===== src/rtl/bnw_pkg.sv =====
// Shared types and chart constants for the falling-block spawn scheduler.
package bnw_pkg;

   typedef enum logic [1:0] {
      ST_IDLE = 2'd0,
      ST_RUN  = 2'd1,
      ST_HOLD = 2'd2
   } state_t;

   localparam int NUM_LANES = 4;

   localparam logic [NUM_LANES-1:0] MASK_NONE   = 4'b0000;
   localparam logic [NUM_LANES-1:0] MASK_SINGLE = 4'b0100;
   localparam logic [NUM_LANES-1:0] MASK_DOUBLE = 4'b1001;

   function automatic logic [1:0] lowest_lane(input logic [NUM_LANES-1:0] m);
      lowest_lane = '0;
      for (int i = NUM_LANES - 1; i >= 0; i--) begin
         if (m[i]) lowest_lane = 2'(i);
      end
   endfunction

endpackage


===== src/rtl/block_spawn_sched_if.sv =====
// Spawn/slot bus between the scheduler and the falling-block slot array.
interface block_spawn_sched_if #(
   parameter int NUM_SLOTS = 8
);
   // spawn_valid is a one-cycle pulse with no ready: the addressed slot is
   // guaranteed free, so spawn_lane/spawn_slot are consumed on that cycle.
   logic                 spawn_valid;
   logic [1:0]           spawn_lane;
   logic [2:0]           spawn_slot;
   logic [NUM_SLOTS-1:0] slot_busy;
   logic [NUM_SLOTS-1:0] slot_done;

   modport master (
      output spawn_valid, spawn_lane, spawn_slot, slot_busy,
      input  slot_done
   );

   modport slave (
      input  spawn_valid, spawn_lane, spawn_slot, slot_busy,
      output slot_done
   );
endinterface


===== src/rtl/note_chart_rom.sv =====
// Combinational chart: lane mask for a (level, beat) pair.
module note_chart_rom
   import bnw_pkg::*;
(
   input  logic [1:0]           level,
   input  logic [6:0]           beat_cnt,
   output logic [NUM_LANES-1:0] mask
);

   always_comb begin
      mask = MASK_NONE;
      if (level == 2'd0) begin
         case (beat_cnt)
            7'd11, 7'd17, 7'd41, 7'd53, 7'd65, 7'd77: mask = MASK_SINGLE;
            7'd20:                                    mask = MASK_DOUBLE;
            default:                                  mask = MASK_NONE;
         endcase
      end
   end

endmodule


===== src/rtl/block_spawn_sched.sv =====
// Beat-driven spawn scheduler: chart lanes -> pending mask -> lane FIFO -> free slot.
// Optional SPAWN_DROP_CNT_EN: lanes meeting a full FIFO are dropped and counted.
module block_spawn_sched
   import bnw_pkg::*;
#(
   parameter int NUM_SLOTS  = 8,
   parameter int FIFO_DEPTH = 4
) (
   input  logic       clk,
   input  logic       rst_n,
   input  logic       restart,
   input  logic       stop_or_endgame,
   input  logic [1:0] level,
   input  logic [6:0] beat_cnt,
   block_spawn_sched_if.master bus,
`ifdef SPAWN_DROP_CNT_EN
   output logic [7:0] drop_cnt,
`endif
   output state_t     fsm_state
);

   localparam int PTR_W = (FIFO_DEPTH > 1) ? $clog2(FIFO_DEPTH) : 1;
   localparam int CNT_W = $clog2(FIFO_DEPTH + 1);
   localparam logic [CNT_W-1:0] FULL_CNT = CNT_W'(FIFO_DEPTH);

   state_t                 state;
   logic [6:0]             pre_beat_cnt;
   logic [1:0]             level_q;
   logic [NUM_LANES-1:0]   pending;
   logic [1:0]             fifo_mem [FIFO_DEPTH];
   logic [PTR_W-1:0]       wr_ptr, rd_ptr;
   logic [CNT_W-1:0]       fifo_cnt;
   logic [NUM_SLOTS-1:0]   slot_busy_q;
   logic                   spawn_valid_q;
   logic [1:0]             spawn_lane_q;
   logic [2:0]             spawn_slot_q;

   logic                   run, beat_add, fifo_full, fifo_empty;
   logic                   do_push, do_pop, take_pending, any_free;
   logic [NUM_LANES-1:0]   chart_mask, pend_clr, pending_next;
   logic [1:0]             pend_lane;
   logic [2:0]             alloc_idx;
   logic [NUM_SLOTS-1:0]   alloc_set;
`ifdef SPAWN_DROP_CNT_EN
   logic                   do_drop;
`endif

   function automatic logic [PTR_W-1:0] ptr_inc(input logic [PTR_W-1:0] p);
      return (p == PTR_W'(FIFO_DEPTH - 1)) ? '0 : p + 1'b1;
   endfunction

   note_chart_rom u_chart (
      .level    (level_q),
      .beat_cnt (beat_cnt),
      .mask     (chart_mask)
   );

   // A drop in beat_cnt is a song wrap, not a new beat.
   assign beat_add   = (beat_cnt > pre_beat_cnt);
   assign run        = (state == ST_RUN);
   assign fifo_full  = (fifo_cnt == FULL_CNT);
   assign fifo_empty = (fifo_cnt == '0);
   assign pend_lane  = lowest_lane(pending);
   assign pend_clr   = NUM_LANES'(1) << pend_lane;
   assign do_push    = run && (|pending) && !fifo_full;
   assign do_pop     = run && !fifo_empty && any_free;
`ifdef SPAWN_DROP_CNT_EN
   assign do_drop      = run && (|pending) && fifo_full;
   assign take_pending = do_push || do_drop;
`else
   assign take_pending = do_push;
`endif

   always_comb begin
      alloc_idx = '0;
      any_free  = 1'b0;
      for (int i = NUM_SLOTS - 1; i >= 0; i--) begin
         if (!slot_busy_q[i]) begin
            alloc_idx = 3'(i);
            any_free  = 1'b1;
         end
      end
   end

   assign alloc_set    = do_pop ? (NUM_SLOTS'(1) << alloc_idx) : '0;
   assign pending_next = (pending & ~(take_pending ? pend_clr : '0))
                       | ((run && beat_add) ? chart_mask : '0);

   always_ff @(posedge clk) begin
      if (do_push) fifo_mem[wr_ptr] <= pend_lane;
   end

   always_ff @(posedge clk or negedge rst_n) begin
      if (!rst_n) begin
         state         <= ST_IDLE;
         pre_beat_cnt  <= '0;
         level_q       <= '0;
         pending       <= '0;
         wr_ptr        <= '0;
         rd_ptr        <= '0;
         fifo_cnt      <= '0;
         slot_busy_q   <= '0;
         spawn_valid_q <= 1'b0;
         spawn_lane_q  <= '0;
         spawn_slot_q  <= '0;
`ifdef SPAWN_DROP_CNT_EN
         drop_cnt      <= '0;
`endif
      end else if (restart) begin
         state         <= ST_IDLE;
         pre_beat_cnt  <= '0;
         level_q       <= '0;
         pending       <= '0;
         wr_ptr        <= '0;
         rd_ptr        <= '0;
         fifo_cnt      <= '0;
         slot_busy_q   <= '0;
         spawn_valid_q <= 1'b0;
         spawn_lane_q  <= '0;
         spawn_slot_q  <= '0;
`ifdef SPAWN_DROP_CNT_EN
         drop_cnt      <= '0;
`endif
      end else begin
         pre_beat_cnt  <= beat_cnt;
         pending       <= pending_next;
         spawn_valid_q <= 1'b0;
         slot_busy_q   <= (slot_busy_q & ~bus.slot_done) | alloc_set;

         case (state)
            ST_IDLE: if (!stop_or_endgame) begin
               state   <= ST_RUN;
               level_q <= level;
            end
            ST_RUN:  if (stop_or_endgame)  state <= ST_HOLD;
            ST_HOLD: if (!stop_or_endgame) state <= ST_RUN;
            default: state <= ST_IDLE;
         endcase

         if (do_push) wr_ptr <= ptr_inc(wr_ptr);
         if (do_pop) begin
            rd_ptr        <= ptr_inc(rd_ptr);
            spawn_valid_q <= 1'b1;
            spawn_lane_q  <= fifo_mem[rd_ptr];
            spawn_slot_q  <= alloc_idx;
         end

         case ({do_push, do_pop})
            2'b10:   fifo_cnt <= fifo_cnt + 1'b1;
            2'b01:   fifo_cnt <= fifo_cnt - 1'b1;
            default: fifo_cnt <= fifo_cnt;
         endcase

`ifdef SPAWN_DROP_CNT_EN
         if (do_drop && (drop_cnt != 8'hFF)) drop_cnt <= drop_cnt + 8'd1;
`endif
      end
   end

   assign bus.spawn_valid = spawn_valid_q;
   assign bus.spawn_lane  = spawn_lane_q;
   assign bus.spawn_slot  = spawn_slot_q;
   assign bus.slot_busy   = slot_busy_q;
   assign fsm_state       = state;

endmodule

===== src/flat_wrapper.sv =====
// flat-port wrapper written by rule: the top's interface ports become plain ports
module block_spawn_sched_flat import bnw_pkg::*;
#(
   parameter int NUM_SLOTS  = 8,
   parameter int FIFO_DEPTH = 4
)
  (clk, rst_n, restart, stop_or_endgame, level, beat_cnt, fsm_state, bus_spawn_valid, bus_spawn_lane, bus_spawn_slot, bus_slot_busy, bus_slot_done);
  block_spawn_sched_if #(.NUM_SLOTS(NUM_SLOTS)) bus_i ();
  input  logic clk;
  input  logic rst_n;
  input  logic restart;
  input  logic stop_or_endgame;
  input  logic [1:0] level;
  input  logic [6:0] beat_cnt;
  output state_t fsm_state;
  output wire logic [$bits(bus_i.spawn_valid)-1:0] bus_spawn_valid;
  output wire logic [$bits(bus_i.spawn_lane)-1:0] bus_spawn_lane;
  output wire logic [$bits(bus_i.spawn_slot)-1:0] bus_spawn_slot;
  output wire logic [$bits(bus_i.slot_busy)-1:0] bus_slot_busy;
  input wire logic [$bits(bus_i.slot_done)-1:0] bus_slot_done;
  assign bus_spawn_valid = bus_i.spawn_valid;
  assign bus_spawn_lane = bus_i.spawn_lane;
  assign bus_spawn_slot = bus_i.spawn_slot;
  assign bus_slot_busy = bus_i.slot_busy;
  assign bus_i.slot_done = bus_slot_done;
  block_spawn_sched #(.NUM_SLOTS(NUM_SLOTS), .FIFO_DEPTH(FIFO_DEPTH)) u_core (.clk(clk), .rst_n(rst_n), .restart(restart), .stop_or_endgame(stop_or_endgame), .level(level), .beat_cnt(beat_cnt), .bus(bus_i), .fsm_state(fsm_state));
endmodule

===== config.mk =====
export PLATFORM = sky130hd
export DESIGN_NAME = block_spawn_sched_flat
export DESIGN_NICKNAME = d
export VERILOG_FILES = /design/src/rtl/bnw_pkg.sv /design/src/rtl/block_spawn_sched_if.sv /design/src/rtl/note_chart_rom.sv /design/src/rtl/block_spawn_sched.sv /design/src/flat_wrapper.sv
export SDC_FILE = /design/constraint.sdc
export NUM_CORES = 1
export LEC_CHECK = 0
export BUFFER_PORTS_ARGS = -buffer_cell sky130_fd_sc_hd__buf_2
export CAP_MARGIN = 20
export CORE_ASPECT_RATIO = 1.5
export CORE_MARGIN = 5
export CORE_UTILIZATION = 40
export DETAILED_ROUTE_END_ITERATION = 12
export MAX_ROUTING_LAYER = met4
export PLACE_DENSITY = 0.71
export SLEW_MARGIN = 20
export SYNTH_ARGS = -nofsm -noshare
export SYNTH_HDL_FRONTEND = slang
export SYNTH_SLANG_ARGS = --single-unit

===== constraint.sdc =====
create_clock -name clk -period 2.6 [get_ports clk]
set_clock_uncertainty 0.2 [all_clocks]
set_input_delay 0.26 -clock clk [delete_from_list [all_inputs] [get_ports clk]]
set_output_delay 0.26 -clock clk [all_outputs]
set_load 0.05 [all_outputs]

# Yosys cells after proc, flatten, opt, wreduce, memory -nomap -nowiden
# Memories as Yosys holds them, arrays and structs flattened.
# Index checks and enable logic that the tools add are counted.
[word_totals] regBits=36 ramBits=8 elab_cells=112 mem_count=1
[memory_table] memory="u_core.fifo_mem" depth=4 width=2 read_ports=1 rd_clocked_by_memory_dff=0 wr=1 line="block_spawn_sched.sv:30" rtl="logic [1:0] fifo_mem [FIFO_DEPTH];"
[op_classes] add_sub_neg=4 order_cmp=1 eq_ne=17 shift=2 mux=51 bitwise_logic=6 reduce_logical=19
[op_table] operator="$mux 2" count=18
[op_table] operator="$mux 3" count=11
[op_table] operator="$mux 4" count=4
[op_table] operator="$mux 8" count=2
[op_table] operator="$eq 7x5->1 const B" count=2
[op_table] operator="$eq 7x6->1 const B" count=2
[op_table] operator="$eq 7x7->1 const B" count=2
[op_table] operator="$mux 1" count=12
[op_table] operator="$and 8x8->8" count=1
[op_table] operator="$eq 2x2->1 const B" count=4
[op_table] operator="$not 8->8" count=1
[op_table] operator="$or 8x8->8" count=1
[op_table] operator="$pmux 4 s2" count=1
[op_table] operator="$shl 1x3->8 const A" count=1
[op_table] operator="$eq 7x4->1 const B" count=1
[op_table] operator="$gt 7x7->1" count=1
[op_table] operator="$mux 7" count=1
[op_table] operator="$ne 3x3->1 const B" count=2
[op_table] operator="$pmux 3 s2" count=1
[op_table] operator="$reduce_bool 2->1" count=3
[op_table] operator="$reduce_or 6->1" count=1
[op_table] operator="$logic_and 1x1->1" count=5
[op_table] operator="$add 2x1->2 const B" count=2
[op_table] operator="$and 4x4->4" count=1
[op_table] operator="other kinds (16)" count=20

# Depth between registers and ports, before layout
[depth] ltp_word=12 ltp_mapped=8

# Cells and area by module
# Synthesis repeated with hierarchy kept, for this count alone.
[unflattened] cells_unflattened=212 area_unflattened_um2=2328.5
[modules_own_cells] mod="block_spawn_sched" instances=1 cells_each=192 area_each_um2=2187.1
[modules_own_cells] mod="note_chart_rom" instances=1 cells_each=20 area_each_um2=141.4

# Worst setup path after synthesis
# No wires, ideal clock.
[synth_path] path_type="register to register" start="register u_core.slot_busy_q[5], in the netlist u_core.bus.slot_busy[5]" end="register u_core.fifo_cnt[2]" arrival_time_ps=2295 t_required_ps=2266 setup_slack_ps=-29 stages_incl_launch_ff=9 n_path_buf=1 synth_period_minus_slack_ps=2629 path_cell_list="dfrtp_1 nand4_1 o211ai_2 buf_4 nor2_1 fa_1 nor3_1 o21ai_0 nor3b_2"
[synth_via] elab_chain_len=10 elab_cells_between_ends=12 cone_classes="2 x eq/ne; 8 x mux; 2 x reduce/logical"
[synth_rtl] item="start: declaration" line="block_spawn_sched.sv:33" rtl="logic [NUM_SLOTS-1:0] slot_busy_q;"
[synth_rtl] item="start signal: assignment" line="block_spawn_sched.sv:128" rtl="slot_busy_q <= (slot_busy_q & ~bus.slot_done) | alloc_set;"
[synth_rtl] item="$mux 1 * (6 in series)" line="block_spawn_sched.sv:78" rtl="if (!slot_busy_q[i]) begin"
[synth_rtl] item="$logic_and 1x1->1 *" line="block_spawn_sched.sv:66" rtl="assign do_pop = run && !fifo_empty && any_free;"
[synth_rtl] item="$eq 2x1->1 or $eq 2x2->1 (tied branches)" line="block_spawn_sched.sv:148" rtl="case ({do_push, do_pop})"
[synth_rtl] item="$pmux 3 s2" line="block_spawn_sched.sv:148"
[synth_rtl] item="$mux 3" line="block_spawn_sched.sv:109" rtl="end else if (restart) begin"
[synth_rtl] item="end signal: assignment" line="block_spawn_sched.sv:149" rtl="2'b10: fifo_cnt <= fifo_cnt + 1'b1;"
[synth_rtl] item="end signal: assignment" line="block_spawn_sched.sv:150" rtl="2'b01: fifo_cnt <= fifo_cnt - 1'b1;"
[synth_rtl] item="end signal: assignment" line="block_spawn_sched.sv:151" rtl="default: fifo_cnt <= fifo_cnt;"
[synth_rtl] item="end: declaration" line="block_spawn_sched.sv:32" rtl="logic [CNT_W-1:0] fifo_cnt;"
# Mark *: on every way between the ends. The rest lies on a longest branch, timed or not.
# A chain may end at the register's enable or synchronous reset.

# Worst setup path after layout
[layout_path] start="register u_core.fifo_cnt[0]" end="register u_core.fifo_cnt[2]"
[layout_via] elab_chain_len=7 elab_cells_between_ends=14 cone_classes="2 x add/sub; 3 x eq/ne; 2 x mux; 7 x reduce/logical"
[layout_rtl] item="$logic_not 3->1" line="block_spawn_sched.sv:62" rtl="assign fifo_empty = (fifo_cnt == '0);"
[layout_rtl] item="$logic_not 1->1" line="block_spawn_sched.sv:66"
[layout_rtl] item="$logic_and 1x1->1 (2 in series)" line="block_spawn_sched.sv:66"
[layout_rtl] item="$eq 2x1->1 or $eq 2x2->1 (tied branches)" line="block_spawn_sched.sv:148"
[layout_rtl] item="$pmux 3 s2" line="block_spawn_sched.sv:148"
[layout_rtl] item="$mux 3" line="block_spawn_sched.sv:109"
# Several ways; a longest one is shown, not always the timed one.

==> results.sh <==
export IMPL_status="finished clean"
export IMPL_multiInputGateArea_um2=1087
export IMPL_min_path_type="in2reg"
export IMPL_clk_latency_ns=0.30
export IMPL_hold_path_depth=3
export IMPL_grt_max_degree=37
export IMPL_antenna_found_initial=0
export IMPL_yosys_top_cells_count="dfrtp_1 (36), nor2_1 (28), inv_1 (16)"
export IMPL_worstHoldStart="bus_slot_done[7]"
export IMPL_yosysMostFrequentCell="dfrtp_1"
export IMPL_criticalPathCategory="reg2reg"
export IMPL_drt_iter0_markers=78
export IMPL_post_route_period_util_pct=87.47
export IMPL_synth_warning_count=0
export IMPL_initial_utilization_pct=40.47
export IMPL_numCtsBuffers=5
export IMPL_htreeDepth=2
export IMPL_grt_pass1_vias=1729
export IMPL_synth_area_per_cell_um2=10.83
export IMPL_cts_tree="yes"
export IMPL_maxCapViolCount=0
export IMPL_slew_violations=0
export IMPL_cts_root_buffer="clkbuf_8"
export IMPL_pre_cts_ws_ns=0.3204
export IMPL_leakage_nw=1.242
export IMPL_crit_path_max_fanout=4
export IMPL_yosys_area_top_type="dfrtp_1"
export IMPL_globalplace_congestion=0.7621
export IMPL_core_area_um2=5700
export IMPL_max_vdd_ir_drop_mv=0.2815
export IMPL_wl_um=4442
export IMPL_hold_violations=0
export IMPL_startpoint="u_core.fifo_cnt[0]"
export IMPL_synth_top_cell_area_share_pct=39.05
export IMPL_io_pins=37
export IMPL_rsz0062_at_grt="no"
export IMPL_die_y_um=103.0
export IMPL_period_minus_slack_ns=2.274
export IMPL_r2r_start="u_core.fifo_cnt[0]"
export IMPL_fin_nets=293
export IMPL_synth_edf_count=8
export IMPL_ys_flop_type="dfrtp_1"
export IMPL_worst_slack_ns=0.3257
export IMPL_vias=1720
export IMPL_cts_buffer_depth=2
export IMPL_crit_required_ns=2.56
export IMPL_grt_usage_pct=13.46
export IMPL_setup_tns_ns=0
export IMPL_max_clock_freq_mhz=439.7
export IMPL_seq_area_frac_synth_pct=49.46
export IMPL_clk_pin_slew_ns=0.08
export IMPL_dp_hpwl_um=3307
export IMPL_grt_pass1_wl_um=7541
export IMPL_cts_sinks=44
export IMPL_async_flop_share_pct=81.82
export IMPL_r2r_cells=7
export IMPL_syn2layout_area_growth_pct=17.95
export IMPL_synth_area_leaders="dfrtp_1 (39%), edfxtp_1 (10%), ha_1 (6.5%)"
export IMPL_drc=0
export IMPL_portBuffers=36
export IMPL_synthDistinctLibCells=50
export IMPL_critPathLaunchType="flop"
export IMPL_synth_cell_area_um2=2307
export IMPL_die_area_um2=7418
export IMPL_synth_cells=213
export IMPL_setup_viol=0
export IMPL_arrival_ns=2.23
export IMPL_end_kind="flop"
export IMPL_rows=34
export IMPL_regArea_um2=1146
export IMPL_route_antenna_remaining_nets=0
export IMPL_tightest_slew_ns=0.8146
export IMPL_slew_headroom_pct=45.69
export IMPL_wl_per_cell_um=13.38
export IMPL_ys_seq_elements=44
export IMPL_antenna_cells=0
export IMPL_drtPass1Iterations=4
export IMPL_via_per_inst=5.181
export IMPL_p_per_area_nw_per_um2=460.9
export IMPL_fillerInstances=560
export IMPL_synth_fp_nets=247
export IMPL_die_x_um=72.01
export IMPL_drive_gt1_share_pct=25.38
export IMPL_grt_overflow=0
==> placed cells by master, fill, tap and decap left out, types with 2 or more instances in the layout <==
cell type      netlist  routed
buf_2                0      36
dfrtp_1             36      32
nor2_1              28      28
inv_1               16      16
ha_1                12      12
a21oi_1             11      11
nand2_1             10      10
nor2b_1              9       9
nor3_1               9       9
mux2i_1              8       8
edfxtp_1             8       8
nand4_1              6       6
clkbuf_8             0       5
dlygate4sd3_1        0       5
nand2b_1             4       4
and2_1               4       4
dfrtp_2              0       4
a31oi_1              3       3
nand3_1              3       3
or3_1                2       2
o32ai_1              2       2
mux2_2               2       2
nor3b_2              2       2
nand3b_1             2       2
o21ai_0              2       2
xnor2_1              2       2
mux4_2               2       2
and3_1               2       2
clkinvlp_4           0       2
buf_4                1       2
==> metal layers <==
metal,global-route usage [%],routed length (µm),up-vias
met1,13.51,1765,841
met4,5.210,58,0
met5,-,0,-
met2,25.14,2425,29
li1,-,-,845
met3,2.829,193,5
==> state kept, by name (all words and copies together) (netlist names) <==
| signal | flops |
|---|---|
| u_core.pre_beat_cnt | 7 |
| u_core.bus.spawn_lane | 2 |
| u_core.wr_ptr | 2 |
| u_core.fifo_mem | 8 |
| u_core.rd_ptr | 2 |
| u_core.fifo_cnt | 3 |
| u_core.pending | 4 |
| u_core.fsm_state | 2 |
| u_core.level_q | 2 |
| u_core.bus.slot_busy | 8 |
| u_core.bus.spawn_slot | 3 |
| u_core.bus.spawn_valid | 1 |
==> cells by family (layout without fill, tap and decap cells) <==
family          count (synthesis)  in the layout  synth area share, %
xor+xnor                        4              4                1.844
simple gates                   93             93                23.32
compound gates                 27             27                8.189
fa+ha+maj                      13             13                7.375
mux                            12             12                6.399
flops                          44             44                49.46
buf+inv                        20             67                3.417
==> layout make-up <==
| type | instances | share of cell area [%] |
|---|---|---|
| clock inverters | 3 | 0.8736 |
| inverters | 16 | 2.207 |
| multi-input cells | 149 | 39.95 |
| repair buffers | 43 | 9.011 |
| flip-flops and latches | 44 | 42.11 |
| clock buffers | 5 | 2.529 |
| well taps | 72 | 3.310 |
==> path summary, 6_finish.rpt <==
kind	end	slack, ns
max	u_core.fifo_cnt[2]	0.33
max in group asynchronous	u_core.bus.slot_busy[4]	1.23
min reg2reg	u_core.bus.spawn_slot[1]	0.33
max reg2reg	u_core.fifo_cnt[2]	0.33
min	u_core.bus.slot_busy[7]	0.02
min in group asynchronous	u_core.bus.spawn_valid	0.40
==> through the flow <==
| stage | cell area [µm²] | cells | hold slack (ns) | utilization (%) | total power [mW] |
|---|---|---|---|---|---|
| after floorplan | 2312 | 213 | -0.2356 | - | 0.7839 |
| after global placement | 2579 | 319 | 0.2033 | 45.24 | 0.8294 |
| after detailed placement | 2579 | 319 | 0.2035 | 45.24 | 0.8322 |
| after CTS | 2721 | 332 | 0.008366 | 47.74 | 1.273 |
| after global routing | 2721 | 332 | 0.02684 | 47.74 | 1.314 |
| final | 2721 | 332 | 0.01608 | 47.74 | 1.254 |
==> where the power goes <==
| part | total [mW] | internal, mW | switching (mW) |
|---|---|---|---|
| logic | 0.109 | 0.0439 | 0.0648 |
| clock network | 0.432 | 0.190 | 0.242 |
| registers | 0.713 | 0.708 | 0.00542 |
| total | 1.25 | 0.942 | 0.312 |
==> critical path, cell delays in order (launching register included) <==
cell and delay (ns):
dfrtp_1 0.45, or3_1 0.45, o211ai_2 0.10, nor2_1 0.08
fa_1 0.37, nor3_1 0.24, o21ai_0 0.10, nor3b_2 0.15
==> what timing repair did <==
item | in CTS | in global routing
buffers inserted | 0 | 0
hold buffers | 5 | 0
resized for setup | 0 | 0
endpoints found under the hold margin | 40 | 0
Note: power is estimated with default switching activity, not from simulation.
